[src/rtl/shared_adder_ctrl.sv]
// Two-requester adder controller time-sharing one 4-bit ripple-carry adder nibble-serially.
// Optional subtract mode: define SHARED_ADDER_SUB_EN to add Sub0/Sub1 ports.

module shared_adder_fa (
  input  logic a,
  input  logic b,
  input  logic ci,
  output logic s,
  output logic co
);
  assign s  = a ^ b ^ ci;
  assign co = (a & b) | (ci & (a ^ b));
endmodule

// state | meaning
// IDLE  | waiting for a request; arbitration happens here only
// ADD   | one nibble per cycle, LSB first, four cycles total
// DONE  | result valid for one cycle, then back to IDLE
module shared_adder_ctrl (
  input  logic        Clk,
  input  logic        Rst_n,
  input  logic        Req0,
  input  logic [15:0] A0,
  input  logic [15:0] B0,
  input  logic        Req1,
  input  logic [15:0] A1,
  input  logic [15:0] B1,
`ifdef SHARED_ADDER_SUB_EN
  input  logic        Sub0,
  input  logic        Sub1,
`endif
  output logic        Gnt0,
  output logic        Gnt1,
  output logic        Busy,
  output logic        Done,
  output logic        DoneId,
  output logic [15:0] S,
  output logic        Co
);

  typedef enum logic [1:0] {IDLE, ADD, DONE} state_t;

  state_t      state;
  logic [15:0] a_q;
  logic [15:0] b_q;
  logic        id_q;
  logic        last_q;
  logic [1:0]  nib_q;
  logic        carry_q;
  logic [11:0] acc_q;
  logic        win;
  logic        win_sub;
  logic        sub_eff;
  logic [3:0]  a_nib;
  logic [3:0]  b_nib;
  logic [3:0]  sum_nib;
  logic [4:0]  c;

  // last_q resets to 1 so that Req0 wins the first tie
  assign win = Req1 & (~Req0 | ~last_q);

`ifdef SHARED_ADDER_SUB_EN
  logic sub_q;
  assign win_sub = win ? Sub1 : Sub0;
  assign sub_eff = sub_q;
`else
  assign win_sub = 1'b0;
  assign sub_eff = 1'b0;
`endif

  always_comb begin
    a_nib = a_q[3:0];
    b_nib = b_q[3:0];
    case (nib_q)
      2'd0: begin a_nib = a_q[3:0];   b_nib = b_q[3:0];   end
      2'd1: begin a_nib = a_q[7:4];   b_nib = b_q[7:4];   end
      2'd2: begin a_nib = a_q[11:8];  b_nib = b_q[11:8];  end
      default: begin a_nib = a_q[15:12]; b_nib = b_q[15:12]; end
    endcase
    b_nib = b_nib ^ {4{sub_eff}};
  end

  assign c[0] = carry_q;

  genvar i;
  generate
    for (i = 0; i < 4; i++) begin : g_fa
      shared_adder_fa u_fa (
        .a  (a_nib[i]),
        .b  (b_nib[i]),
        .ci (c[i]),
        .s  (sum_nib[i]),
        .co (c[i+1])
      );
    end
  endgenerate

  always_ff @(posedge Clk or negedge Rst_n) begin
    if (!Rst_n) begin
      state   <= IDLE;
      a_q     <= '0;
      b_q     <= '0;
      id_q    <= 1'b0;
      last_q  <= 1'b1;
      nib_q   <= '0;
      carry_q <= 1'b0;
      acc_q   <= '0;
      Gnt0    <= 1'b0;
      Gnt1    <= 1'b0;
      Busy    <= 1'b0;
      Done    <= 1'b0;
      DoneId  <= 1'b0;
      S       <= '0;
      Co      <= 1'b0;
`ifdef SHARED_ADDER_SUB_EN
      sub_q   <= 1'b0;
`endif
    end else begin
      Gnt0 <= 1'b0;
      Gnt1 <= 1'b0;
      Done <= 1'b0;
      case (state)
        IDLE: begin
          if (Req0 || Req1) begin
            state   <= ADD;
            Busy    <= 1'b1;
            a_q     <= win ? A1 : A0;
            b_q     <= win ? B1 : B0;
            id_q    <= win;
            last_q  <= win;
            nib_q   <= '0;
            carry_q <= win_sub;
            Gnt0    <= ~win;
            Gnt1    <= win;
`ifdef SHARED_ADDER_SUB_EN
            sub_q   <= win_sub;
`endif
          end
        end
        ADD: begin
          carry_q <= c[4];
          nib_q   <= nib_q + 2'd1;
          case (nib_q)
            2'd0: acc_q[3:0]  <= sum_nib;
            2'd1: acc_q[7:4]  <= sum_nib;
            2'd2: acc_q[11:8] <= sum_nib;
            default: begin
              // outputs are loaded only here so they hold between operations
              state  <= DONE;
              Done   <= 1'b1;
              DoneId <= id_q;
              S      <= {sum_nib, acc_q};
              Co     <= c[4];
            end
          endcase
        end
        DONE: begin
          state <= IDLE;
          Busy  <= 1'b0;
        end
        default: begin
          state <= IDLE;
          Busy  <= 1'b0;
        end
      endcase
    end
  end

endmodule

[config.mk]
export PLATFORM = sky130hd
export DESIGN_NAME = shared_adder_ctrl
export DESIGN_NICKNAME = d
export VERILOG_FILES = /design/src/rtl/shared_adder_ctrl.sv
export SDC_FILE = /design/constraint.sdc
export NUM_CORES = 1
export LEC_CHECK = 0
export CORE_UTILIZATION = 62
export CTS_CLUSTER_SIZE = 14
export DETAILED_ROUTE_END_ITERATION = 8
export DONT_BUFFER_PORTS = 1
export GPL_ROUTABILITY_DRIVEN = 1
export PLACE_DENSITY = 0.78
export SETUP_SLACK_MARGIN = 0.1
export SLEW_MARGIN = 10
export SYNTH_ARGS = -nofsm -noshare
export SYNTH_HDL_FRONTEND = slang
export SYNTH_SLANG_ARGS = --single-unit
[constraint.sdc]
create_clock -name Clk -period 5.8 [get_ports Clk]
set_input_delay 1.16 -clock Clk [delete_from_list [all_inputs] [get_ports Clk]]
set_output_delay 1.16 -clock Clk [all_outputs]
set_load 0.005 [all_outputs]
-- After elaboration in Yosys (flattened, before gate mapping)
Cells that the tools add are included.
W data, S select, Z words.
- bits in registers: 73
- word-level logic and storage cells: 82
- add/sub/neg operators: 1
- eq/ne operators: 5
- multiplexer cells: 19
- bitwise gates (word level): 27
- reduce and logical (&&, ||, !) cells: 13
- operators with widths (cell ; count):
    $mux W16 ; 2
    $pmux W4 S3 ; 2
    $reduce_and A2 Y1 ; 8
    $and A1 B1 Y1 ; 9
    $mux W1 ; 8
    $pmux W2 S2 ; 2
    $xor A1 B1 Y1 ; 8
    $mux W2 ; 3
    $not A1 Y1 ; 5
    $or A1 B1 Y1 ; 5
    $eq A2 B1 Y1 const B ; 2
    $logic_not A2 Y1 ; 2
    $ne A2 B2 Y1 const B ; 2
    $pmux W1 S2 ; 2
    $reduce_or A3 Y1 ; 1
    $add A2 B1 Y2 const B ; 1
    $eq A2 B2 Y1 const B ; 1
    $reduce_bool A2 Y1 ; 1
    $logic_or A1 B1 Y1 ; 1

-- Depth between registers and ports, before layout
- depth after elaboration: 12
- depth in mapped cells: 13
- mapped depth without buffers: 12

-- By module
From an unflattened synthesis, not the netlist that was laid out.
- cells, all modules: 310
- area total of the unflattened synthesis: 3445.8 um^2
- modules (own cells, without submodules) (module ; instances ; cells each ; area each (um^2) ; seq. area each (um^2)):
    shared_adder_ctrl ; 1 ; 306 ; 3365.7 ; 1828.0
    shared_adder_fa ; 4 ; 1 ; 20.0 ; 0.0

-- Worst setup path before layout
Ideal clock, no wire load.
- path type: flip-flop to flip-flop
- from: reg nib_q[0]
- to: reg acc_q[3]
- arrival: 2917 ps
- data required time: 5716 ps
- setup slack: 2799 ps
- cell stages (with the launch flop): 14
- path buffers: 1
- period minus slack after synthesis: 3001 ps
- cells stage by stage: dfrtp_1 inv_1 ha_1 clkbuf_1 a222oi_1 nand2_1 o21ai_0 fa_1 inv_1 fa_1 fa_1 inv_1 fa_1 o21ai_0
- word-level cells in the longest chain between the ends: 10
- elaborated cells on any way between the ends: 20
- ends and longest elaborated chain (what ; line ; RTL):
    start: declaration ; 48 ; logic [1:0] nib_q;
    start signal: assignment ; 142 ; nib_q <= nib_q + 2'd1;
    $eq A2 B2 Y1, or another cell as far along ; 74 ; case (nib_q)
    $pmux W4 S3 ; 74 ;
    $xor A1 B1 Y1 ; 12 ; assign co = (a & b) | (ci & (a ^ b));
    $and A1 B1 Y1 ; 12 ;
    $or A1 B1 Y1 ; 12 ;
    $and A1 B1 Y1 ; 12 ;
    $or A1 B1 Y1 ; 12 ;
    $and A1 B1 Y1 ; 12 ;
    $or A1 B1 Y1 ; 12 ;
    $xor A1 B1 Y1 ; 11 ; assign s = a ^ b ^ ci;
    end signal: assignment ; 144 ; 2'd0: acc_q[3:0] <= sum_nib;
    end: declaration ; 50 ; logic [11:0] acc_q;
Several ways; a longest one is shown, not always the timed one.
A chain may end at the register's enable or synchronous reset.

-- Worst setup path after layout
- from: reg nib_q[0]
- to: reg acc_q[7]
- word-level cells in the longest chain between the ends: 10
- elaborated cells on any way between the ends: 20
- ends and longest elaborated chain (what ; line ; RTL):
    $eq A2 B2 Y1, or another cell as far along ; 74 ;
    $pmux W4 S3 ; 74 ;
    $xor A1 B1 Y1 ; 12 ;
    $and A1 B1 Y1 ; 12 ;
    $or A1 B1 Y1 ; 12 ;
    $and A1 B1 Y1 ; 12 ;
    $or A1 B1 Y1 ; 12 ;
    $and A1 B1 Y1 ; 12 ;
    $or A1 B1 Y1 ; 12 ;
    $xor A1 B1 Y1 ; 11 ;
    end signal: assignment ; 145 ; 2'd1: acc_q[7:4] <= sum_nib;
Several ways; a longest one is shown, not always the timed one.

==> results.md <==
* CTS Buf Count at 9
* Hold depth at 1
* Worst EP required at 6.05 ns
* WS Path Type: reg -> reg
* Global-route wire length before repair at 11470 µm
* Crit-path cells: inv_1 -> ha_1 -> a222oi_1 -> nand2_1 -> o21ai_0 -> fa_1 -> inv_1 -> fa_1 -> fa_1 -> inv_1 -> fa_1 -> o21ai_0
* Clock Skew at 0.007904 ns
* Initial Utilization at 64.56%
* Average footprint of a synthesized cell at 11.73 µm²
* Most Frequent Cell on Critical Path: fa_1
* Seq/Total Area, Yosys at 47.82%
* Clock Pin Slew Worst Setup and Hold Paths at 0.07 ns
* Post-synth EDFFs at 0
* RSZ-0062 raised after global routing: false
* Least-Margin Pin Slew at 1.053 ns
* Clk Latency, worst-skew pair at 0.34 ns
* Leakage power figure at 1.654 nW
* Sink Count at 73
* Overflow left after global routing at 0
* Final slew viol count at 0
* Worst r2r src: nib_q[0]
* Leading area contributor after synthesis: dfrtp_1
* Drt pass-1 iters at 4
* Power density cells at 659.0 nW/µm²
* Fillers at 441
* Root Buffer: clkbuf_8
* Overall routing resource usage at 24.04%
* Slowest cell on crit path: fa_1
* Pin count of the biggest net entering global routing at 74
* Area of the multi-input gates at 1803 µm²
* Peak supply drop at 0.0003327 V
* Final critical-path setup slack at 2.532 ns
* IO Port Bufs at 0
* Hold path start: acc_q[5]
* Ports at 90
* Sequential cell area at 1828 µm²
* Final setup TNS at 0 ns
* Final Power at 0.002650 W
* Slew HR at 29.82%
* Count leader, synth: nand2_1
* RePlAce Congestion at 0.8166
* Max stage delay on crit path at 0.45 ns
* DRT antenna net count at 0
* Asr flop ratio synth at 100.0%
* Gate count of the mapped netlist at 326
* Wire per inst at 17.97 µm
* DR vias/cell at 6.076
* CP Capture Type: flop
* Share of post-route cells with drive strength above 1 at 18.81%
* Die footprint at 6483 µm²
* Antenna violations before repair at 0
* Die width at 80.52 µm
* Type of origin of the critical path: flop
* Remaining DRCs at 0
* Number of max-cap violations at 0
* Reg2reg end: acc_q[7]
* Synth top area cells: dfrtp_1 47%, a31oi_4 16%, nand2_1 7.6%, a21oi_1 4.5%, mux2_1 4.4%
* Predominant post-synthesis flop cell: dfrtp_1
* Post-CTS sizing at 0
* Cell variety after synth at 34
* Rows at 28
* Synthesis-to-finish area growth at 5.205%
* H-Tree Level Count at 3
* Via count at 2394
* Post-synth top area share at 47.14%
* Max Clk Rate at 306.0 MHz
* Nets at 390
* DP HPWL at 5042 µm
* Syn. warnings at 0
* Hold crit path type: reg -> reg
* Fin crit share at 56.35%
* Worst Path Max Fanout at 9
* CP Data Arrival Time at 3.52 ns
* Reg2Reg Setup Slack at 2.53 ns
* Inst Count DP at 378
* Inserted Diodes at 0
* Yosys reg bits at 73
* Number of global-route vias before repair at 2366
* Count of final hold-check violations at 0
* Syn nets at 402
* Worst R2R Path Depth at 12
* Drt total wl at 7081 µm
* CTS tree: built
* Synth cell count leaders: 77 x nand2_1, 72 x dfrtp_1, 34 x a21oi_1, 28 x a31oi_4
* Clock buffer depth at 2
* Hold_buf cts at 0
* Post-Synthesis Cell Area at 3822 µm²
* Layout Cells excl Fill at 394
* Status: complete, no violations
* Endpoints failing setup at 0
* Post-Place Setup Slack at 2.576 ns
* Post-CTS setup buffer count at 0
* Core area at 5921 µm²
* Minimum clock period at 3.268 ns
* Die height at 80.52 µm
* Endpoint, Worst Hold: S[5]
* 1st-iter DRT viols at 160
==> placed cells by master, fill, tap and decap left out, types with 2 or more instances in the layout <==
cell | Yosys | layout
ha_1 | 4 | 4
mux2_2 | 6 | 6
nor2_1 | 5 | 5
a31oi_1 | 2 | 2
nand3b_1 | 3 | 3
a222oi_1 | 8 | 8
a21o_1 | 2 | 2
a221o_1 | 2 | 2
o22ai_2 | 2 | 2
fa_1 | 4 | 4
dfrtp_1 | 72 | 72
inv_1 | 10 | 10
a21oi_1 | 34 | 34
o21ai_1 | 4 | 4
and4_1 | 2 | 2
clkinvlp_4 | 0 | 2
a31oi_4 | 28 | 28
nand2_1 | 77 | 77
nand2b_1 | 2 | 2
bufinv_16 | 0 | 3
clkbuf_8 | 0 | 10
o21ai_0 | 12 | 12
mux2_1 | 15 | 15
==> how the worst max path moves through the flow <==
stage	slack [ns]	from	endpoint
detailed placement	2.58	nib_q[0]	acc_q[7]
finish	2.53	nib_q[0]	acc_q[7]
global placement	2.71	nib_q[0]	acc_q[11]
global route	2.26	nib_q[0]	acc_q[11]
floorplan	2.80	nib_q[0]	acc_q[3]
CTS	2.54	nib_q[0]	acc_q[7]
==> metal layers <==
| layer | share of wire (%) | GRT usage [%] | vias to the layer above |
|---|---|---|---|
| met5 | 0 | 0 | - |
| met4 | 0.96 | 9.643 | 0 |
| met3 | 5.9 | 4.659 | 6 |
| met2 | 51 | 40.59 | 80 |
| met1 | 42 | 30.18 | 1188 |
| li1 | - | - | 1120 |
==> critical path: cells and delay by family (launching register included) <==
kind / cells / cell delay, ns
adder cells (fa/ha/maj): 5 / 1.76
AO/OA/AOI/OAI: 3 / 0.73
flip-flops: 1 / 0.41
buffers and inverters: 3 / 0.22
AND/OR/NAND/NOR: 1 / 0.09
==> report_power, final <==
group          switching (W)  internal [W]  total (W)
Sequential          0.000175      0.000769   0.000944
Combinational       0.000685      0.000533    0.00122
Clock               0.000190      0.000299   0.000489
==> metrics by stage <==
step | hold WS, ns | utilization, % | cell area [µm²]
CTS | 0.4854 | 67.92 | 4021
floorplan | 0.4425 | - | 3822
global route | 0.4847 | 67.92 | 4021
global placement | 0.4522 | 63.67 | 3770
finish | 0.4830 | 67.92 | 4021
detailed placement | 0.4655 | 63.67 | 3770
==> state kept, by name (all words and copies together), names as in the netlist, 2 cells and up <==
name and flops:
b_q 16, a_q 16, state 2, acc_q 12
S 16, nib_q 2
==> final cells by class <==
type,count,share of cell area (%)
multi-input combinational,219,44.84
inverter,10,0.9334
tap,75,2.334
clock buffer,10,3.423
clock inverter,6,2.831
sequential,73,45.46
timing repair buffer,1,0.1867
==> logic make-up after synthesis <==
group	Yosys count	share of synthesized area [%]
fa+ha+maj	8	3.404
compound gates	96	26.68
flops	73	47.82
buf+inv	34	5.008
mux	21	6.186
simple gates	94	10.90
(Power assumes the default switching activity.)
